### src/rtl/sequenciador_jogadas_uc.sv
// Moore control unit sequencing player moves against the memory-compare datapath.
// Optional ESPERA timeout (counter and FIM_TIMEOUT) is enabled by defining UC_TIMEOUT_EN.
module sequenciador_jogadas_uc #(
  parameter int unsigned TIMEOUT_CYCLES = 3000
) (
  input  logic       clock,
  input  logic       reset,
  input  logic       iniciar,
  input  logic       jogada,
  input  logic       igual,
  input  logic       fimC,
  output logic       zeraC,
  output logic       contaC,
  output logic       zeraR,
  output logic       registraR,
  output logic       pronto,
  output logic       acertou,
  output logic       errou,
  output logic       timeout,
  output logic [3:0] db_estado
);

  localparam logic [3:0] INICIAL     = 4'h0;
  localparam logic [3:0] PREPARACAO  = 4'h1;
  localparam logic [3:0] ESPERA      = 4'h2;
  localparam logic [3:0] REGISTRA    = 4'h4;
  localparam logic [3:0] COMPARACAO  = 4'h5;
  localparam logic [3:0] PROXIMO     = 4'h6;
  localparam logic [3:0] FIM_ACERTO  = 4'hA;
  localparam logic [3:0] FIM_ERRO    = 4'hE;
  localparam logic [3:0] FIM_TIMEOUT = 4'hD;

  logic [3:0] state, state_next;
  logic       expirou;

`ifdef UC_TIMEOUT_EN
  localparam int unsigned CW = $clog2(TIMEOUT_CYCLES);
  logic [CW-1:0] cnt;

  // Counts consecutive ESPERA cycles; cleared elsewhere, held at terminal count.
  always_ff @(posedge clock or posedge reset) begin
    if (reset) begin
      cnt <= '0;
    end else if (state != ESPERA) begin
      cnt <= '0;
    end else if (cnt != CW'(TIMEOUT_CYCLES - 1)) begin
      cnt <= cnt + CW'(1);
    end
  end

  assign expirou = (cnt == CW'(TIMEOUT_CYCLES - 1));
`else
  assign expirou = 1'b0;
`endif

  always_ff @(posedge clock or posedge reset) begin
    if (reset) state <= INICIAL;
    else       state <= state_next;
  end

  // Next-state logic; a move in ESPERA takes priority over expiry.
  always_comb begin
    state_next = INICIAL;
    case (state)
      INICIAL:    state_next = iniciar ? PREPARACAO : INICIAL;
      PREPARACAO: state_next = ESPERA;
      ESPERA: begin
        if (jogada)       state_next = REGISTRA;
        else if (expirou) state_next = FIM_TIMEOUT;
        else              state_next = ESPERA;
      end
      REGISTRA:   state_next = COMPARACAO;
      COMPARACAO: begin
        if (!igual)    state_next = FIM_ERRO;
        else if (fimC) state_next = FIM_ACERTO;
        else           state_next = PROXIMO;
      end
      PROXIMO:    state_next = ESPERA;
      FIM_ACERTO: state_next = iniciar ? PREPARACAO : FIM_ACERTO;
      FIM_ERRO:   state_next = iniciar ? PREPARACAO : FIM_ERRO;
`ifdef UC_TIMEOUT_EN
      FIM_TIMEOUT: state_next = iniciar ? PREPARACAO : FIM_TIMEOUT;
`endif
      default:    state_next = INICIAL;
    endcase
  end

  // Moore output decode
  always_comb begin
    zeraC     = 1'b0;
    zeraR     = 1'b0;
    contaC    = 1'b0;
    registraR = 1'b0;
    pronto    = 1'b0;
    acertou   = 1'b0;
    errou     = 1'b0;
    timeout   = 1'b0;
    db_estado = 4'hF;
    case (state)
      INICIAL, PREPARACAO: begin
        zeraC     = 1'b1;
        zeraR     = 1'b1;
        db_estado = state;
      end
      ESPERA:     db_estado = state;
      REGISTRA: begin
        registraR = 1'b1;
        db_estado = state;
      end
      COMPARACAO: db_estado = state;
      PROXIMO: begin
        contaC    = 1'b1;
        db_estado = state;
      end
      FIM_ACERTO: begin
        pronto    = 1'b1;
        acertou   = 1'b1;
        db_estado = state;
      end
      FIM_ERRO: begin
        pronto    = 1'b1;
        errou     = 1'b1;
        db_estado = state;
      end
`ifdef UC_TIMEOUT_EN
      FIM_TIMEOUT: begin
        pronto    = 1'b1;
        timeout   = 1'b1;
        db_estado = state;
      end
`endif
      default: db_estado = 4'hF;
    endcase
  end

endmodule

### config.mk
export PLATFORM = sky130hd
export DESIGN_NAME = sequenciador_jogadas_uc
export DESIGN_NICKNAME = d
export VERILOG_FILES = /design/src/rtl/sequenciador_jogadas_uc.sv
export SDC_FILE = /design/constraint.sdc
export NUM_CORES = 1
export LEC_CHECK = 0
export ABC_AREA = 1
export BUFFER_PORTS_ARGS = -buffer_cell sky130_fd_sc_hd__buf_4
export CAP_MARGIN = 20
export CORE_AREA = 2 2 39 41
export DETAILED_ROUTE_END_ITERATION = 8
export DIE_AREA = 0 0 41 43
export PLACE_DENSITY_LB_ADDON = 0.1
export SYNTH_ARGS = -nofsm -noshare
export SYNTH_HDL_FRONTEND = slang
export SYNTH_SLANG_ARGS = --single-unit
### constraint.sdc
create_clock -name clock -period 2.1 [get_ports clock]
set_clock_uncertainty 0.1 [all_clocks]
set_input_delay 0.21 -clock clock [delete_from_list [all_inputs] [get_ports clock]]
set_output_delay 0.21 -clock clock [all_outputs]
set_load 0.005 [all_outputs]
=== Word level (Yosys, flattened, before mapping) ===
Cells that the tools add are included.

* Logic and storage cells: 27
* Register bits after elaboration: 4

* Equality and inequality tests: 7
* Multiplexer cells: 14
* Reduce and logical (&&, ||, !) cells: 5

{| class="wikitable"
|+ Operators with widths
! kind !! count
|-
| case mux 4 bit (7 select lines) || 1
|-
| 2-to-1 mux 4 bit || 5
|-
| == test 4 x 3 -> 1 bit, second input constant || 3
|-
| == test 4 bit, second input constant || 2
|-
| OR reduction 8 bit || 1
|-
| 2-to-1 mux 1 bit || 7
|-
| OR reduction 2 bit || 3
|-
| == test 4 x 1 -> 1 bit, second input constant || 1
|-
| == test 4 x 2 -> 1 bit, second input constant || 1
|-
| logical NOT 4 bit || 1
|-
| 2-to-1 mux 3 bit || 1
|}

=== Depth between registers and ports, before layout ===
Gate-level depths: netlist (run 1).

* Depth after elaboration: 3
* Gate-level depth with buffers: 7

=== Worst setup path before layout (run 1) ===
Ideal clock, no wire load.

* Kind: register to output
* Start point: reg state[3]
* End point: out zeraR
* Data arrival time: 0.970 ns
* Buffers on the path: 1
* Required time: 1.790 ns
* Cell stages (with the launch flop): 5
* Path slack: 0.820 ns
* Path through: dfrtp_1 nor2_2 inv_1 nor2_1 buf_4

* Word-level cells in the longest chain between the ends: 3

{| class="wikitable"
|+ RTL lines
! what !! line !! source
|-
| start, declared || 33 || <nowiki>logic [3:0] state, state_next;</nowiki>
|-
| start signal, assigned || 58 || <nowiki>else state <= state_next;</nowiki>
|-
| == test 4 x 1 -> 1 bit / logical NOT 4 bit (equally long branches) || -- ||
|-
| OR reduction 2 bit * || -- ||
|-
| 2-to-1 mux 1 bit * || -- ||
|-
| end, declared || 14 || <nowiki>output logic zeraR,</nowiki>
|}

Mark *: on every way between the ends. The rest lies on a longest branch, timed or not.

=== Worst setup path in the final report (run 1) ===
* Start point: reg state[3]
* End point: out zeraC

* Word-level cells in the longest chain between the ends: 3

{| class="wikitable"
|+ RTL lines
! what !! line !! source
|-
| == test 4 x 1 -> 1 bit / logical NOT 4 bit (equally long branches) || 99 || <nowiki>case (state)</nowiki>
|-
| OR reduction 2 bit * || 99 ||
|-
| 2-to-1 mux 1 bit * || 99 ||
|-
| end, declared || 12 || <nowiki>output logic zeraC,</nowiki>
|}

Marked as above.

==> results of run 1 <==
-- cells in the mapped netlist --
library cell,number,area [um2]
nand3_2,1,10.01
nor3_1,1,5.000
buf_4,2,15.01
buf_2,1,5.000
dfrtp_1,4,100.1
nor2_2,2,12.51
inv_2,2,7.510
nor2_4,1,11.26
nand3_1,6,30.03
nand2_1,13,48.80
o21ai_0,4,20.02
conb_1,1,3.750
o211ai_1,1,7.510
nor2_1,5,18.77
inv_1,12,45.04
-- kinds of logic after synthesis --
| logic type | synth area share [%] |
|---|---|
| DFF | 29.41 |
| and+or+nand+nor | 40.07 |
| buffers and inverters | 21.32 |
| AOI/OAI and AO/OA | 8.089 |
| other | 1.102 |
-- worst min path at each step --
| stage | startpoint | to | cells past startpoint |
|---|---|---|---|
| finish | iniciar | state[0]$_DFF_PP0_ | 3 |
| global route | iniciar | state[0]$_DFF_PP0_ | 3 |
| CTS | iniciar | state[0]$_DFF_PP0_ | 3 |
| detailed placement | reset | state[1]$_DFF_PP0_ | 2 |
| global placement | reset | state[1]$_DFF_PP0_ | 2 |
| floorplan | reset | state[0]$_DFF_PP0_ | 1 |
-- per-stage QoR --
stage,setup WS [ns],total power [W],cells
2_1_floorplan,0.8200,0.0003313,56
3_3_place_gp,0.8071,0.0004690,85
3_5_place_dp,0.7744,0.0004670,85
4_1_cts,0.5177,0.0005679,89
5_1_grt,0.4722,0.0006093,89
6_report,0.5461,0.0005548,89
-- tightest hold or removal path: stages --
cell and delay [ns]:
buf_4 0.09, nand2_1 0.04, nand2_1 0.06
-- where the power goes --
part / internal [W] / switching [W] / leakage (nW)
Clock: 0.0000639 / 0.0000314 / 0.0138
Combinational: 0.000153 / 0.000161 / 0.233
Sequential: 0.000103 / 0.0000418 / 0.0524
Total: 0.000320 / 0.000234 / 0.299
-- per-layer routing --
layer,routed length [um],share of wire (%),track usage [%]
met4,0,0,8.000
met2,430,52,17.50
met3,41,4.9,1.571
met1,361,43,13.59
met5,0,0,0
-- cell type report --
type	count	area [um2]
flip-flops and latches	4	100.1
repair buffers	17	130.1
inverters	14	52.55
clock buffers	3	22.52
multi-input cells	35	167.7
fillers	165	890.9
well taps	16	20.02
-- what timing repair did --
action / 4_1_cts / 5_1_grt
setup endpoints to repair: 0 / 0
hold buffers: 1 / 0
resized for setup: 0 / 0
endpoints found under the hold margin: 4 / 0
==> reports/results.tsv, run 1 <==
stage	metric	value	unit
timing	rsz0062_at_grt	false	
placement	hpwl	685	um
power_and_ir_drop	powerDensity	1125	nW/um2
worst_setup_path	crit_required	1.79	ns
clocking	root_buffer	clkbuf_4	
worst_setup_path	critPathKind	flop to primary output	
logic_synthesis	netlist_area	340.3	um2
clocking	cts_buffers	3	
worst_setup_path	critPathArrivalTime	1.24	ns
logic_synthesis	netlist_instances	56	
worst_setup_path	endpoint_kind	primary output	
route	viasPerCell	4.225	
placement	gp_congestion	0.7122	
worst_setup_path	startpoint	state[3]$_DFF_PP0_	
clocking	htreeDepth	1	
clocking	cts_tree	done	
placement	placed_cell_area	460.4	um2
route	drc	0	
floorplan	dieArea	1763	um2
final_layout	reg_top3	state x4	
floorplan	die_h	43	um
timing	slew_viol_final	0	
route	post_drt_wl_per_cell	9.360	um
clocking	clock_latency	0.23	ns
timing	post-route-period-util	74.00	%
logic_synthesis	post_synth.cell_area_avg	6.077	um2
global_routing	grt_pass1_wl	1366	um
worst_setup_path	cp_slowest_cell	dfrtp_1	
worst_setup_path	crit_end	zeraC	
route	drt_pass1_iterations	1	
global_routing	antenna_found_initial	0	
timing	holdWs	0.1148	ns
global_routing	grt.overflow.total	0	
global_routing	grt_pass1_vias	339	
clocking	clk_pin_slew	0.04	ns
floorplan	die_w	41	um
route	routed_wl	833	um
route	ant_nets	0	
final_layout	top_register	state	
worst_setup_path	crit_cells	4	
logic_synthesis	yosys.cell_types.count	15	
worst_setup_path	max_stage_delay	0.43	ns
worst_setup_path	critical_path_buf_inv_count	2	
floorplan	core	1384	um2
final_layout	finish.utilization	35.62	%
placement	io_buffers	16	
worst_setup_path	regToRegSetupSlack	0.96	ns
clocking	ctsLongestPathBuffers	2	
floorplan	pin_count	18	
final_layout	drive_gt1_share	34.25	%
route	drt_iter0_markers	0	
final_layout	layout.nets	81	
global_routing	grt_usage	11.37	%
power_and_ir_drop	p_leak	0.2988	nW
route	num_vias	376	
clocking	cts_setup_buffers	0	
final_layout	largest_register_ff_count	4	
worst_setup_path	crit_fanout	6	
worst_setup_path	cp-start-kind	flop	
worst_setup_path	crit_family	flip-flops	
timing	setup_viol_count_final	0	
worst_setup_path	cp_cell_sequence	nor2_2, inv_1, nor2_1, buf_4	
timing	min_period	1.554	ns
final_layout	diodes	0	
global_routing	grt_max_degree	9	
floorplan	num_rows	14	
outcome	status	complete, no violations	
worst_setup_path	timing.rr.start	state[3]$_DFF_PP0_	
logic_synthesis	ys_seq_area_share	29.41	%
final_layout	syn_to_final_growth	44.85	%
power_and_ir_drop	ir_worst_vdd	507.6	uV
timing	timing.fmax	643.5	MHz
logic_synthesis	yosysWarnings	0	
timing	fin_tns_setup	0	ns
logic_synthesis	ys_seq_elements	4	
final_layout	mostFrequentLayoutCell	buf_4	
min_path	hold_class	primary input to flop	
worst_setup_path	reg2reg_to	state[2]$_DFF_PP0_	
final_layout	design_area	493.0	um2
worst_setup_path	reg2regPathDepth	5	
logic_synthesis	syn_nets	62	
clocking	cts_sinks	4	
timing	finalHoldViolCount	0	
floorplan	start_util	24.59	%
final_layout	mostFrequentLayoutCells	buf_4 (16), nand2_1 (13), inv_1 (12)	
run	cap_violations	0	
Note: power is estimated with default switching activity, not from simulation.
==> inputs of run 2 (changes only) <==
==> constraint.sdc (replaced) <==
create_clock -name clock -period 1.4 [get_ports clock]
set_clock_uncertainty 0.1 [all_clocks]
set_input_delay 0.14 -clock clock [delete_from_list [all_inputs] [get_ports clock]]
set_output_delay 0.14 -clock clock [all_outputs]
set_load 0.005 [all_outputs]
==> run 2 against run 1 <==
Effect of this change: critical path type unchanged; highest routed layer is now met4; critical path depth did not move; global-route usage rose by 0.50 points; sequential power rose by 63%; die area did not move; combinational power rose by 97%; setup slack got worse by 0.52 ns; sequential cell count did not move; register-to-register slack got worse by 0.76 ns; largest cell class is now non-clock buffers; non-clock buffer count rose by 7; critical endpoint unchanged.
==> reports/results.tsv, run 2 (synthesis results as in run 1) <==
stage	metric	value	unit
final_layout	finish.utilization	41.77	%
worst_setup_path	critPathArrivalTime	1.13	ns
clocking	root_buffer	clkbuf_4	
timing	timing.fmax	728.5	MHz
worst_setup_path	critPathKind	flop to primary output	
final_layout	diodes	0	
timing	setup_viol_count_final	0	
timing	rsz0062_at_grt	true	
floorplan	dieArea	1763	um2
placement	hpwl	665.8	um
run	cap_violations	0	
worst_setup_path	regToRegSetupSlack	0.20	ns
clocking	ctsLongestPathBuffers	2	
clocking	clock_latency	0.24	ns
final_layout	drive_gt1_share	51.25	%
route	post_drt_wl_per_cell	9.229	um
worst_setup_path	crit_fanout	5	
final_layout	syn_to_final_growth	69.85	%
worst_setup_path	reg2regPathDepth	6	
min_path	hold_class	primary input to flop	
timing	slew_viol_final	0	
worst_setup_path	endpoint_kind	primary output	
route	num_vias	404	
timing	min_period	1.373	ns
min_path	min_path_cells	3	
floorplan	die_w	41	um
final_layout	mostFrequentLayoutCell	buf_4	
route	drt_iter0_markers	3	
placement	dp_worst_setup_slack	0.1392	ns
final_layout	reg_top3	state x4	
global_routing	grt_pass1_vias	335	
power_and_ir_drop	ir_worst_vdd	534.0	uV
final_layout	num-fill-cells	160	
final_layout	multi_input_area	185.2	um2
worst_setup_path	timing.rr.start	state[1]$_DFF_PP0_	
clocking	cts_buffers	3	
global_routing	grt_usage	11.87	%
final_layout	layout.nets	88	
placement	io_buffers	16	
worst_setup_path	startpoint	state[1]$_DFF_PP0_	
power_and_ir_drop	powerDensity	1733	nW/um2
placement	gp_congestion	0.7121	
route	drt_pass1_iterations	4	
route	ant_nets	0	
route	viasPerCell	4.208	
floorplan	pin_count	18	
clocking	clk_pin_slew	0.04	ns
final_layout	stdcell_count	96	
timing	finalHoldViolCount	0	
global_routing	antenna_found_initial	0	
final_layout	top_register	state	
global_routing	grt.overflow.total	0	
worst_setup_path	reg2reg_to	state[2]$_DFF_PP0_	
clocking	htreeDepth	1	
global_routing	grt_pass1_wl	1352	um
global_routing	grt_max_degree	9	
timing	post-route-period-util	98.05	%
route	routed_wl	886	um
final_layout	mostFrequentLayoutCells	buf_4 (21), nand2_1 (13), inv_1 (9)	
worst_setup_path	crit_end	zeraC	
floorplan	core	1384	um2
power_and_ir_drop	p_leak	0.3309	nW
floorplan	start_util	24.59	%
route	drc	0	
placement	dp.cells	85	
power_and_ir_drop	total_power	0.001002	W
clocking	cts_tree	done	
final_layout	largest_register_ff_count	4	
clocking	cts_sinks	4	
worst_setup_path	crit_required	1.16	ns
outcome	status	complete, no violations	
floorplan	num_rows	14	
timing	setup_slack	0.02729	ns
floorplan	die_h	43	um
final_layout	area.sequential	105.1	um2
worst_setup_path	cp-start-kind	flop	
run 2: cell count changes in the layout (fill, tap and decap cells not counted), sizes merged:
cell  previous run  this run
buf             16        23
run 2: worst min path at each step:
stage / start / endpoint / slack, ns
after floorplan: reset / state[0]$_DFF_PP0_ / -0.19
after global placement: reset / state[1]$_DFF_PP0_ / -0.06
after detailed placement: reset / state[1]$_DFF_PP0_ / -0.06
after CTS: iniciar / state[0]$_DFF_PP0_ / 0.04
after global routing: iniciar / state[0]$_DFF_PP0_ / 0.06
final: iniciar / state[0]$_DFF_PP0_ / 0.04
run 2: metal layers:
metal | GRT usage, % | vias up | wire [um]
li1 | - | 214 | -
met3 | 1.571 | 3 | 44
met2 | 16.56 | 11 | 439
met5 | 0 | - | 0
met4 | 12.00 | 0 | 26
met1 | 14.24 | 176 | 376
run 2: power breakdown:
group / internal (W) / switching, W / leakage (nW)
clock network: 0.0000961 / 0.0000505 / 0.0138
logic: 0.000332 / 0.000286 / 0.270
registers: 0.000163 / 0.0000741 / 0.0468
total: 0.000591 / 0.000411 / 0.331
run 2: repair_timing:
item	CTS	global route
setup endpoints to repair	6	10
hold endpoints to repair	4	0
hold buffers	1	0
resized for setup	6	9
buffers inserted	4	3
pin swaps	1	3
run 2: per-stage QoR:
step / hold slack [ns] / cell area [um2] / setup TNS (ns)
2_1_floorplan: -0.1939 / 340.3 / 0
3_3_place_gp: -0.05756 / 460.4 / 0
3_5_place_dp: -0.05730 / 460.4 / 0
4_1_cts: 0.04127 / 538.0 / -0.002959
5_1_grt: 0.06008 / 578.1 / -0.1144
6_report: 0.04332 / 578.1 / 0
run 2: worst max-delay path, cell delays in order, from the launching register on:
cell and delay [ns]:
dfrtp_2 0.43, nor2_4 0.18, inv_2 0.07, nor2_4 0.09, buf_4 0.11
run 2: cell type report:
type / instances / area share, %
Inverter: 14 / 9.524
Sequential cell: 4 / 18.18
Multi-Input combinational cell: 35 / 32.03
Clock buffer: 3 / 3.896
Tap cell: 16 / 3.463
Timing Repair Buffer: 24 / 32.90
==> inputs of run 3 (changes only) <==
--- a/config.mk
+++ b/config.mk
@@ -6,7 +6,7 @@
 export NUM_CORES = 1
 export LEC_CHECK = 0
 export ABC_AREA = 1
-export BUFFER_PORTS_ARGS = -buffer_cell sky130_fd_sc_hd__buf_4
+export BUFFER_PORTS_ARGS = -buffer_cell sky130_fd_sc_hd__buf_2
 export CAP_MARGIN = 20
 export CORE_AREA = 2 2 39 41
 export DETAILED_ROUTE_END_ITERATION = 8
==> run 3 against run 2 <==
Effect of this change: count of clock-buffer cells in the layout unchanged; cell count down 2.1%; hold slack better by 0.0065 ns; cell area fell by 11%; register-to-register slack improved by 0.05 ns; setup slack improved by 0.030 ns; first-iteration DRC count fell by 33%; die area stayed put; sequential power hardly changed; core utilization fell by 4.5 points; critical path depth unchanged; critical path type unchanged; largest cell class is now multi-input gates.
==> reports/results.tsv, run 3 (synthesis results as in run 1) <==
stage	metric	value	unit
placement	hpwl	655.4	um
global_routing	grt_pass1_vias	346	
final_layout	syn_to_final_growth	51.47	%
global_routing	grt_max_degree	9	
timing	setup_viol_count_final	0	
worst_setup_path	crit_fanout	5	
worst_setup_path	max_stage_delay	0.43	ns
final_layout	mostFrequentLayoutCells	buf_2 (16), nand2_1 (12), inv_1 (10)	
final_layout	diodes	0	
min_path	worstHoldStart	iniciar	
worst_setup_path	crit_required	1.16	ns
power_and_ir_drop	powerDensity	1750	nW/um2
route	ant_nets	0	
power_and_ir_drop	ir_worst_vdd	500.6	uV
timing	rsz0062_at_grt	true	
floorplan	dieArea	1763	um2
clocking	clk_pin_slew	0.04	ns
route	drt_iter0_markers	2	
final_layout	drive_gt1_share	50.00	%
min_path	min_to	state[0]$_DFF_PP0_	
worst_setup_path	cp_slowest_cell	dfrtp_2	
worst_setup_path	critPathKind	flop to primary output	
floorplan	core	1384	um2
timing	fin_tns_setup	0	ns
timing	finalHoldViolCount	0	
placement	io_buffers	16	
worst_setup_path	timing.rr.start	state[3]$_DFF_PP0_	
final_layout	mostFrequentLayoutCell	buf_2	
final_layout	design_area	515.5	um2
floorplan	die_w	41	um
timing	slew_viol_final	0	
route	num_vias	383	
route	routed_wl	864	um
floorplan	pin_count	18	
worst_setup_path	regToRegSetupSlack	0.25	ns
worst_setup_path	cp-start-kind	flop	
global_routing	grt.overflow.total	0	
final_layout	reg_top3	state x4	
timing	timing.fmax	745.0	MHz
clocking	cts_sinks	4	
placement	gp_congestion	0.6858	
placement	placed_cell_area	420.4	um2
route	drt_pass1_iterations	2	
final_layout	largest_register_ff_count	4	
placement	dp_worst_setup_slack	0.1867	ns
floorplan	start_util	24.59	%
worst_setup_path	cp_cell_sequence	nor2_4, nand3_2, inv_1, buf_2	
clocking	ctsLongestPathBuffers	2	
floorplan	die_h	43	um
clocking	cts_buffers	3	
final_layout	layout.nets	86	
route	drc	0	
power_and_ir_drop	p_leak	0.3133	nW
final_layout	top_register	state	
route	post_drt_wl_per_cell	9.191	um
min_path	min_path_cells	3	
route	viasPerCell	4.074	
final_layout	num-fill-cells	155	
min_path	hold_class	primary input to flop	
global_routing	antenna_found_initial	0	
placement	dp.cells	85	
final_layout	stdcell_count	94	
clocking	clock_latency	0.24	ns
timing	post-route-period-util	95.87	%
timing	min_period	1.342	ns
clocking	root_buffer	clkbuf_4	
clocking	cts_tree	done	
worst_setup_path	reg2regPathDepth	7	
outcome	status	complete, no violations	
clocking	htreeDepth	1	
run	cap_violations	0	
floorplan	num_rows	14	
worst_setup_path	critPathArrivalTime	1.10	ns
global_routing	grt_usage	11.57	%
timing	setup_slack	0.05777	ns
worst_setup_path	endpoint_kind	primary output	
worst_setup_path	reg2reg_to	state[2]$_DFF_PP0_	
global_routing	grt_pass1_wl	1311	um
[run 3: cell types whose count changed in the layout (fill, tap and decap cells not counted), sizes merged]
cell,before,now
buf,23,21
[run 3: final cells by class]
type | instances | area [um2] | share of cell area (%)
multi-input cells | 35 | 182.7 | 35.44
well taps | 16 | 20.02 | 3.883
clock buffers | 3 | 22.52 | 4.369
inverters | 14 | 57.56 | 11.17
repair buffers | 22 | 127.6 | 24.76
flip-flops and latches | 4 | 105.1 | 20.39
[run 3: worst max-delay path, delay by kind of cell, from the launching register on]
kind / cells / cell delay (ns)
flops: 1 / 0.43
simple gates: 2 / 0.28
buf+inv: 2 / 0.16
[run 3: worst max-delay path by stage]
stage | from | end | slack (ns) | cells after the start
final | state[1]$_DFF_PP0_ | registraR | 0.06 | 4
after global routing | state[1]$_DFF_PP0_ | registraR | -0.03 | 4
after CTS | state[1]$_DFF_PP0_ | acertou | -0.001 | 5
after detailed placement | state[3]$_DFF_PP0_ | zeraR | 0.19 | 4
after global placement | state[0]$_DFF_PP0_ | contaC | 0.20 | 4
after floorplan | state[3]$_DFF_PP0_ | zeraR | 0.19 | 4
[run 3: power breakdown]
group | leakage, nW | internal (W) | total [W] | switching (W)
Combinational | 0.253 | 0.000252 | 0.000520 | 0.000269
Sequential | 0.0468 | 0.000163 | 0.000236 | 0.0000733
Clock | 0.0138 | 0.0000960 | 0.000145 | 0.0000493
[run 3: routing by layer]
| layer | GRT usage (%) | share of wire, % |
|---|---|---|
| met5 | 0 | 0 |
| met4 | 12.00 | 0 |
| met3 | 1.571 | 4.5 |
| met2 | 16.25 | 52 |
| met1 | 13.59 | 43 |
[run 3: metrics by stage]
stage | util (%) | total power, W | hold WS [ns]
4_1_cts | 35.62 | 0.0008602 | 0.04115
6_report | 37.25 | 0.0009019 | 0.04984
3_5_place_dp | 30.38 | 0.0006271 | -0.06780
5_1_grt | 37.25 | 0.0009953 | 0.06572
3_3_place_gp | 30.38 | 0.0006399 | -0.07074
2_1_floorplan | - | 0.0004970 | -0.1939
[run 3: timing repair]
| action | in CTS | in global routing |
|---|---|---|
| gates resized for setup | 5 | 8 |
| hold buffers | 1 | 0 |
| buffers inserted | 4 | 1 |
| pin swaps | 2 | 2 |
| endpoints found under the setup margin | 6 | 7 |
| endpoints found under the hold margin | 4 | 0 |
